==> src/rtl/midi_pkg.sv <==
// Shared constants and types for the MIDI receiver and voice parser.
package midi_pkg;

   localparam logic [3:0] NOTE_ON      = 4'h9;
   localparam logic [3:0] NOTE_OFF     = 4'h8;
   localparam logic [7:0] REALTIME_MIN = 8'hF8;
   localparam int         OMNI         = 16;

   typedef enum logic [1:0] {
      NONE,
      ON,
      OFF
   } run_status_t;

   typedef enum logic [2:0] {
      ARM,
      IDLE,
      START,
      DATA,
      STOP
   } uart_state_t;

   // Gain word: velocity in the top bits, its top three bits replicated below
   // so that full velocity reaches full scale.
   function automatic logic [9:0] amp_of(input logic [6:0] vel);
      return {vel, vel[6:4]};
   endfunction

endpackage

==> src/rtl/midi_uart_rx.sv <==
// 8N1 serial receiver: two-flop synchroniser, mid-bit sampling FSM, byte and
// framing-error strobes.
module midi_uart_rx #(
   parameter int CLKSPEED = 48_000_000,
   parameter int BAUD     = 31250
) (
   input  logic       clk,
   input  logic       rst,
   input  logic       rx,
   output logic [7:0] rx_byte,
   output logic       byte_valid,
   output logic       frame_err
);
   import midi_pkg::*;

   localparam int DIV = CLKSPEED / BAUD;
   localparam int CW  = $clog2(DIV);
   localparam logic [CW-1:0] HALF_LOAD = CW'(DIV / 2 - 1);
   localparam logic [CW-1:0] FULL_LOAD = CW'(DIV - 1);

   logic              rx_meta;
   logic              rxs;
   uart_state_t       state;
   uart_state_t       state_next;
   logic [CW-1:0]     cnt;
   logic [CW-1:0]     cnt_next;
   logic [2:0]        bit_idx;
   logic [2:0]        bit_idx_next;
   logic [7:0]        shift;
   logic [7:0]        shift_next;
   logic              valid_next;
   logic              ferr_next;

   // Synchroniser resets low so ARM only releases once the real line is seen high.
   always_ff @(posedge clk) begin
      if (rst) begin
         rx_meta <= 1'b0;
         rxs     <= 1'b0;
      end else begin
         rx_meta <= rx;
         rxs     <= rx_meta;
      end
   end

   // State, bit timer, bit index, shift register and registered strobes.
   always_ff @(posedge clk) begin
      if (rst) begin
         state      <= ARM;
         cnt        <= '0;
         bit_idx    <= '0;
         shift      <= '0;
         byte_valid <= 1'b0;
         frame_err  <= 1'b0;
      end else begin
         state      <= state_next;
         cnt        <= cnt_next;
         bit_idx    <= bit_idx_next;
         shift      <= shift_next;
         byte_valid <= valid_next;
         frame_err  <= ferr_next;
      end
   end

   // Next-state logic; every sample happens when the down-counter reaches zero.
   always_comb begin
      state_next   = state;
      cnt_next     = (cnt == '0) ? cnt : cnt - 1'b1;
      bit_idx_next = bit_idx;
      shift_next   = shift;
      valid_next   = 1'b0;
      ferr_next    = 1'b0;
      case (state)
         ARM: begin
            if (rxs) state_next = IDLE;
         end
         IDLE: begin
            if (!rxs) begin
               state_next = START;
               cnt_next   = HALF_LOAD;
            end
         end
         START: begin
            if (cnt == '0) begin
               if (!rxs) begin
                  state_next   = DATA;
                  cnt_next     = FULL_LOAD;
                  bit_idx_next = '0;
               end else begin
                  state_next = IDLE;
               end
            end
         end
         DATA: begin
            if (cnt == '0) begin
               shift_next   = {rxs, shift[7:1]};
               cnt_next     = FULL_LOAD;
               bit_idx_next = bit_idx + 1'b1;
               if (bit_idx == 3'd7) state_next = STOP;
            end
         end
         STOP: begin
            if (cnt == '0) begin
               if (rxs) begin
                  valid_next = 1'b1;
                  state_next = IDLE;
               end else begin
                  ferr_next  = 1'b1;
                  state_next = ARM;
               end
            end
         end
         default: state_next = ARM;
      endcase
   end

   assign rx_byte = shift;

endmodule

==> src/rtl/midi_voice_rx.sv <==
// MIDI receiver plus monophonic Note On/Off parser driving note, gate,
// frequency-modulation and amplitude words. The event strobe is called
// note_event because "event" is a reserved word in SystemVerilog.
module midi_voice_rx #(
   parameter int CLKSPEED = 48_000_000,
   parameter int BAUD     = 31250,
   parameter int CHANNEL  = 0
) (
   input  logic       clk,
   input  logic       rst,
   input  logic       rx,
   output logic [6:0] note,
   output logic [6:0] velocity,
   output logic       gate,
   output logic [9:0] freq_mod,
   output logic [9:0] amp,
   output logic       note_event,
   output logic       frame_err
);
   import midi_pkg::*;

   logic [7:0]  rx_byte;
   logic        byte_valid;
   run_status_t rs;
   logic        di_second;
   logic [6:0]  pend_note;
   logic        ch_ok;

   midi_uart_rx #(
      .CLKSPEED (CLKSPEED),
      .BAUD     (BAUD)
   ) u_uart (
      .clk        (clk),
      .rst        (rst),
      .rx         (rx),
      .rx_byte    (rx_byte),
      .byte_valid (byte_valid),
      .frame_err  (frame_err)
   );

   // Channel nibble of the current byte matches, or omni accepts everything.
   always_comb begin
      ch_ok = (CHANNEL == OMNI) || (rx_byte[3:0] == 4'(CHANNEL));
   end

   // Running-status parser and registered voice outputs.
   always_ff @(posedge clk) begin
      if (rst) begin
         rs         <= NONE;
         di_second  <= 1'b0;
         pend_note  <= '0;
         note       <= '0;
         velocity   <= '0;
         gate       <= 1'b0;
         freq_mod   <= '0;
         amp        <= '0;
         note_event <= 1'b0;
      end else begin
         note_event <= 1'b0;
         if (byte_valid) begin
            if (rx_byte[7]) begin
               if (rx_byte < REALTIME_MIN) begin
                  if (rx_byte[7:4] == NOTE_ON && ch_ok) begin
                     rs        <= ON;
                     di_second <= 1'b0;
                  end else if (rx_byte[7:4] == NOTE_OFF && ch_ok) begin
                     rs        <= OFF;
                     di_second <= 1'b0;
                  end else begin
                     rs <= NONE;
                  end
               end
            end else if (rs != NONE) begin
               if (!di_second) begin
                  pend_note <= rx_byte[6:0];
                  di_second <= 1'b1;
               end else begin
                  di_second  <= 1'b0;
                  note_event <= 1'b1;
                  if (rs == ON && rx_byte[6:0] != 7'd0) begin
                     note     <= pend_note;
                     velocity <= rx_byte[6:0];
                     gate     <= 1'b1;
                     freq_mod <= {pend_note, 3'b000};
                     amp      <= amp_of(rx_byte[6:0]);
                  end else if (pend_note == note) begin
                     gate <= 1'b0;
                     amp  <= '0;
                  end
               end
            end
         end
      end
   end

endmodule
==> config.mk <==
export PLATFORM = sky130hd
export DESIGN_NAME = midi_voice_rx
export DESIGN_NICKNAME = d
export VERILOG_FILES = /design/src/rtl/midi_pkg.sv /design/src/rtl/midi_uart_rx.sv /design/src/rtl/midi_voice_rx.sv
export SDC_FILE = /design/constraint.sdc
export NUM_CORES = 1
export LEC_CHECK = 0
export CAP_MARGIN = 40
export CORE_ASPECT_RATIO = 2
export CORE_UTILIZATION = 45
export CTS_BUF_LIST = sky130_fd_sc_hd__clkbuf_4 sky130_fd_sc_hd__clkbuf_8
export CTS_CLUSTER_SIZE = 14
export DETAILED_ROUTE_END_ITERATION = 8
export DONT_BUFFER_PORTS = 1
export MAX_ROUTING_LAYER = met4
export SYNTH_ARGS = -nofsm -noshare
export SYNTH_HDL_FRONTEND = slang
export SYNTH_SLANG_ARGS = --single-unit
==> constraint.sdc <==
create_clock -name clk -period 6.7 [get_ports clk]
set_clock_uncertainty 0.05 [all_clocks]
set_input_delay 1.34 -clock clk [delete_from_list [all_inputs] [get_ports clk]]
set_output_delay 1.34 -clock clk [all_outputs]
set_load 0.1 [all_outputs]
* Word-level counts from Yosys, hierarchy flattened
Cells that the tools add are included. W data, S select, Z words.
Operators by class: $mul 0, bitwise logic cells 6, shift operators 0, multiplexer cells 34, div/mod/pow operators 0, order comparisons 1, $add $sub $neg 2, equality and inequality tests 18, reduce and logical (&&, ||, !) cells 21
Operators with widths (number):
- $mux W11 | 5
- $pmux W11 S3 | 1
- $mux W3 | 9
- $mux W10 | 2
- $pmux W3 S5 | 1
- $mux W1 | 12
- $reduce_and A4 Y1 | 3
- $logic_not A11 Y1 | 1
- $sub A11 B1 Y11 const B | 1
- $ne A2 B1 Y1 const B | 5
- $reduce_and A5 Y1 | 2
- $eq A4 B4 Y1 const B | 2
- $lt A8 B8 Y1 const B | 1
- $reduce_bool A2 Y1 | 4
- $eq A7 B7 Y1 | 1
- $reduce_bool A7 Y1 | 1
- $eq A3 B2 Y1 const B | 2
- $eq A3 B3 Y1 const B | 2
- $mux W2 | 3
- $ne A2 B2 Y1 const B | 3
- $not A1 Y1 | 6
- $pmux W3 S2 | 1
- $reduce_and A6 Y1 | 1
- $logic_not A4 Y1 | 1
- 10 further kinds | 12
Storage, ports and cells: latch bits 0, bits in read-only memories 0, bits in writable memories 0, output and inout port bits 37, bits of input ports 3, register bits 65, memories 0, logic and storage cells 98

* Longest topological paths before layout
word-level depth 6, gate-level depth with buffers 9, depth with buffers taken out 8

* Modules after synthesis
Synthesis repeated with hierarchy kept, for this count alone.
Second synthesis, totals: cell total of the unflattened synthesis 331, area, all modules 2987.9 um2
By module, submodules not included:
- midi_voice_rx | cells an instance 175, area an instance 1580.3 um2, instances 1, seq. area each 660.6 um2
- midi_uart_rx | cells an instance 156, area an instance 1407.6 um2, instances 1, seq. area each 580.6 um2

* Least setup slack after synthesis
Ideal clock, no wire load.
path kind register -> output, start point reg note[0], end point out note[0], arrival 1402 ps, path slack 3908 ps, stages on the path, launching flop included 2, cell sequence dfxtp_1 > buf_4
RTL lines:
- from (decl) | RTL line midi_voice_rx.sv:12 | output logic [6:0] note,
- from (signal assigned) | RTL line midi_voice_rx.sv:81 | note <= pend_note;
No word-level cell between the ends.

==> results <==
- The run finished with clean final reports.
- Setup repair after global routing left no endpoint under its margin.
- The capturing element type of the critical path is a primary output.
- The clock root buffer master is clkbuf_8.
- The adder-cell share of the synthesized area is 2.12%.
- Dividing the detail-routed wire length by the instance count gives 17.5 µm.
- Static timing analysis puts the maximum clock frequency at 366 MHz.
- The worst setup path is launched from a flip-flop.
- After technology mapping, the gate count stands at 341.
- The clock tree from TritonCTS is done.
- Global routing used 25.1% of the available tracks.
- The level count of the clock H-tree is 3.
- In this run the tightest slew margin relative to its limit is 34.2%.
- The first global-routing pass estimated 12.3 mm of wire.
- The total number of nets in the final design is 354.
- The count of clock tree sinks is 62.
- The dominant register cell in the synthesized netlist is dfxtp_1.
- The min-delay analysis places its worst path in the category flip-flop to flip-flop.
- The first TritonRoute pass finished after 4 iterations.
- The clock reaches the later pin of the worst-skew pair after 350 ps.
- In the final layout, the share of cells above drive strength 1 is 19.7%.
- The worst endpoint required time is 5310 ps.
- The final hold slack is 386 ps.
- The number of max-cap violations is 0.
- For this design the total switching power over the nets is 0.366 mW.
- The count of buffers added by post-CTS timing repair for setup is 0.
- Along the worst path, the maximum fanout reaches 3.
- The antenna cell count is 0.
- In this run the remaining antenna-violating nets after routing total 0.
- The initial core utilization is 46.7%.
- Yosys printed 0 warnings.
- The synthesized design contains 62 register bits.
- The share of synthesized registers carrying an async set or reset is 0%.
- The area of the core is 6310 µm².
- The width of the die is 59.2 µm.
- The via count of the first global-routing pass is 2527.
- The synthesized netlist occupies a cell area of 2950 µm².
- The area enclosed by the die boundary is 6900 µm².
- The routed design has 7.65 mm of wire.
- The simple-gate portion of the synthesized area is 22.0%.
- The actual transition at the worst max-transition pin is 978 ps.
- The time the final worst path needs with I/O delays and setup is 2730 ps.
- The number of failing setup endpoints in the final timing report is 0.
- The leakage power summed over all cells is 1.26 nW.
- The number of cells upsized or downsized after cts is 0.
- Detailed placement ended at an HPWL of 5.61 mm.
- The number of inserted filler cells in the final layout is 563.
- The mux cell area share after synthesis is 3.78%.
- Global routing finished with a remaining overflow of 0.
- The largest family of logic cells by synthesized area is simple AND/OR/NAND/NOR gates.
- The number of enable-type register cells in the synthesized netlist is 0.
- In this run, distinct cell masters in the synthesized netlist total 57.
- Measured along the y axis, the die boundary spans 116 µm.
- The maximum clock path buffer count is 2.
- The worst path arrival time is 1340 ps.
- The portion of total power attributed to sequential cells is 40.0%.
- The post-synthesis share of cell area spent on xor and xnor gates is 2.38%.
- The average footprint of a synthesized cell is 8.65 µm².
- Row generation in the floorplan step produced 41 rows.
- The first routing iteration left 100 violations.
- The signal on the critical path passes through buf_16.
- From synthesis to final layout, the design area changed by 25.0%.
- The maximum cell stage delay along the critical path is 750 ps.
- Entering global routing, the biggest net connects 65 pins.
- VDD sags by at most 0.000184 V.
- The worst reg2reg path depth is 4.
- The final weighted congestion in routability-driven placement is 0.841.
- The total count of hold-check failures in the final report is 0.
- The kind of cell with the highest combined delay on the critical path is flip-flops.
- Combinational logic is responsible for 26.6% of the overall power.
- Summing over every cut layer, the via total after detailed routing is 2528.
- The proportion of total power due to net switching is 33.4%.
- The number of antenna violations at the first check in global routing is 0.
- In this run the number of cells on the critical path is 1.
- The clock network accounts for 33.4% of the total power.
- The number of cells on the worst hold path is 1.
- The count of final max-slew check failures is 0.
- The number of top-level pins is 40.
- On the critical path, the stage with the largest delay is an instance of dfxtp_2.
- Port buffering added 0 buffers.
- Counting both buffers and inverters, the worst setup path holds a total of 1.
- The power density of the placed cells is 297 nW/µm².
- Sequential cells were found to cover 42.1% of the synthesized design area.
- The internal power summed over all cells is 0.728 mW.
- Summing the areas of all compound-gate instances in the mapped netlist gives 20.2% of the synthesized area.
- Adding up every negative setup slack in the final design gives 0 ps.
- The setup path with the least slack is of type flip-flop to primary output.
- The number of vias per cell is 5.78.
- The number of design rule violations left after detail routing is 0.
- In the finished design, the share of the clock period the worst path needs comes to 40.8%.
- The number of buffers created by CTS is 9.
- The final cell utilization of the core is 58.4%.
- After clock tree synthesis, the clock-pin slew on the worst setup and hold paths is 70 ps.
- For this design, the CTS-stage hold fixing added 0 buffers.
[logic make-up after synthesis]
kind of cell	Yosys count
XOR/XNOR	8
flip-flops	62
other	1
adder cells (fa/ha/maj)	5
buffers and inverters	41
AO/OA/AOI/OAI	96
AND/OR/NAND/NOR	117
multiplexers	11
[metal layers]
| layer | share of wire (%) | wire length (µm) | track usage [%] | up-vias |
|---|---|---|---|---|
| li1 | - | - | - | 1231 |
| met1 | 35 | 2710 | 22.2 | 1228 |
| met2 | 59 | 4500 | 46.9 | 52 |
| met3 | 2.3 | 179 | 5.09 | 17 |
| met4 | 3.4 | 259 | 14.4 | 0 |
| met5 | 0 | 0 | - | - |
[state kept, by name (all words and copies together) (netlist names)]
name	flops
u_uart.state	3
u_uart.byte_valid	1
u_uart.bit_idx	3
di_second	1
rs	2
amp	7
velocity	7
gate	1
pend_note	7
note_event	1
u_uart.cnt	11
u_uart.rx_meta	1
u_uart.rxs	1
note	7
u_uart.rx_byte	8
u_uart.frame_err	1
[power by group through the flow]
stage	combinational (mW)	clock [mW]	sequential (mW)
after floorplan	0.247	0	0.430
after global placement	0.284	0	0.443
after detailed placement	0.289	0	0.444
after CTS	0.292	0.373	0.436
after global routing	0.324	0.391	0.441
final	0.291	0.366	0.437
[through the flow]
| step | cell area (µm²) | power (mW) | setup slack, ps | instances |
|---|---|---|---|---|
| 2_1_floorplan | 2960 | 0.677 | 3910 | 343 |
| 3_3_place_gp | 2900 | 0.727 | 4290 | 396 |
| 3_5_place_dp | 3460 | 0.734 | 4340 | 421 |
| 4_1_cts | 3690 | 1.10 | 3960 | 437 |
| 5_1_grt | 3690 | 1.16 | 3940 | 437 |
| 6_report | 3690 | 1.09 | 3970 | 437 |
[cell usage in the layout (no fill, tap or decap), types with 3 or more instances in the layout]
master     n
o21ai_0   21
ha_1       5
dfxtp_2   10
dfxtp_1   52
xnor2_1    7
nand4_1    3
nand3_1   15
nor4_2     3
nand2_1   36
or4_1      3
o211ai_1   3
buf_16    16
nor2_1    21
nand2b_1   6
nor2b_1    7
a311oi_1   7
clkbuf_8  10
buf_4      3
conb_1     3
nand3b_1   3
mux2i_1   10
a31oi_1   10
buf_8      8
a21oi_1   38
inv_1      5
[final cells by class]
cell class / instances / area, µm² / area share (%)
clock inverters: 6 / 85.1 / 2.31
multi-input cells: 240 / 1500 / 40.6
repair buffers: 27 / 583 / 15.8
flip-flops and latches: 62 / 1250 / 34.0
well taps: 86 / 108 / 2.92
clock buffers: 10 / 138 / 3.73
inverters: 6 / 22.5 / 0.611
[cells in the mapped netlist, drive strengths merged, types with 2 or more instances]
library cell	count	area, µm²
inv	6	22.5
dfxtp	62	1240
o21ai	21	105
a21oi	39	199
o211ai	3	22.5
nand2	36	135
nand3	15	75.1
nor3	4	36.3
ha	5	62.6
xnor2	7	61.3
o2111ai	2	17.5
nand4	3	18.8
o22ai	2	18.8
a31oi	10	62.6
and2	2	12.5
nor3b	2	20.0
or2	2	12.5
clkbuf	14	52.6
nor2	21	78.8
o21a	2	15.0
nand3b	3	22.5
mux2i	10	100
nand2b	6	37.5
nor2b	7	43.8
or4	5	45.0
or3	2	12.5
a311oi	8	76.3
buf	21	143
a211oi	2	15.0
nor4	6	71.3
[final timing paths]
path                           from          to  slack [ps]
hold / removal       u_uart.rx_meta  u_uart.rxs         390
setup reg to reg  u_uart.rx_byte[6]      amp[6]        4320
hold reg to reg      u_uart.rx_meta  u_uart.rxs         390
setup / recovery             amp[2]      amp[9]        3970
Power figures use the tool's default switching activity.
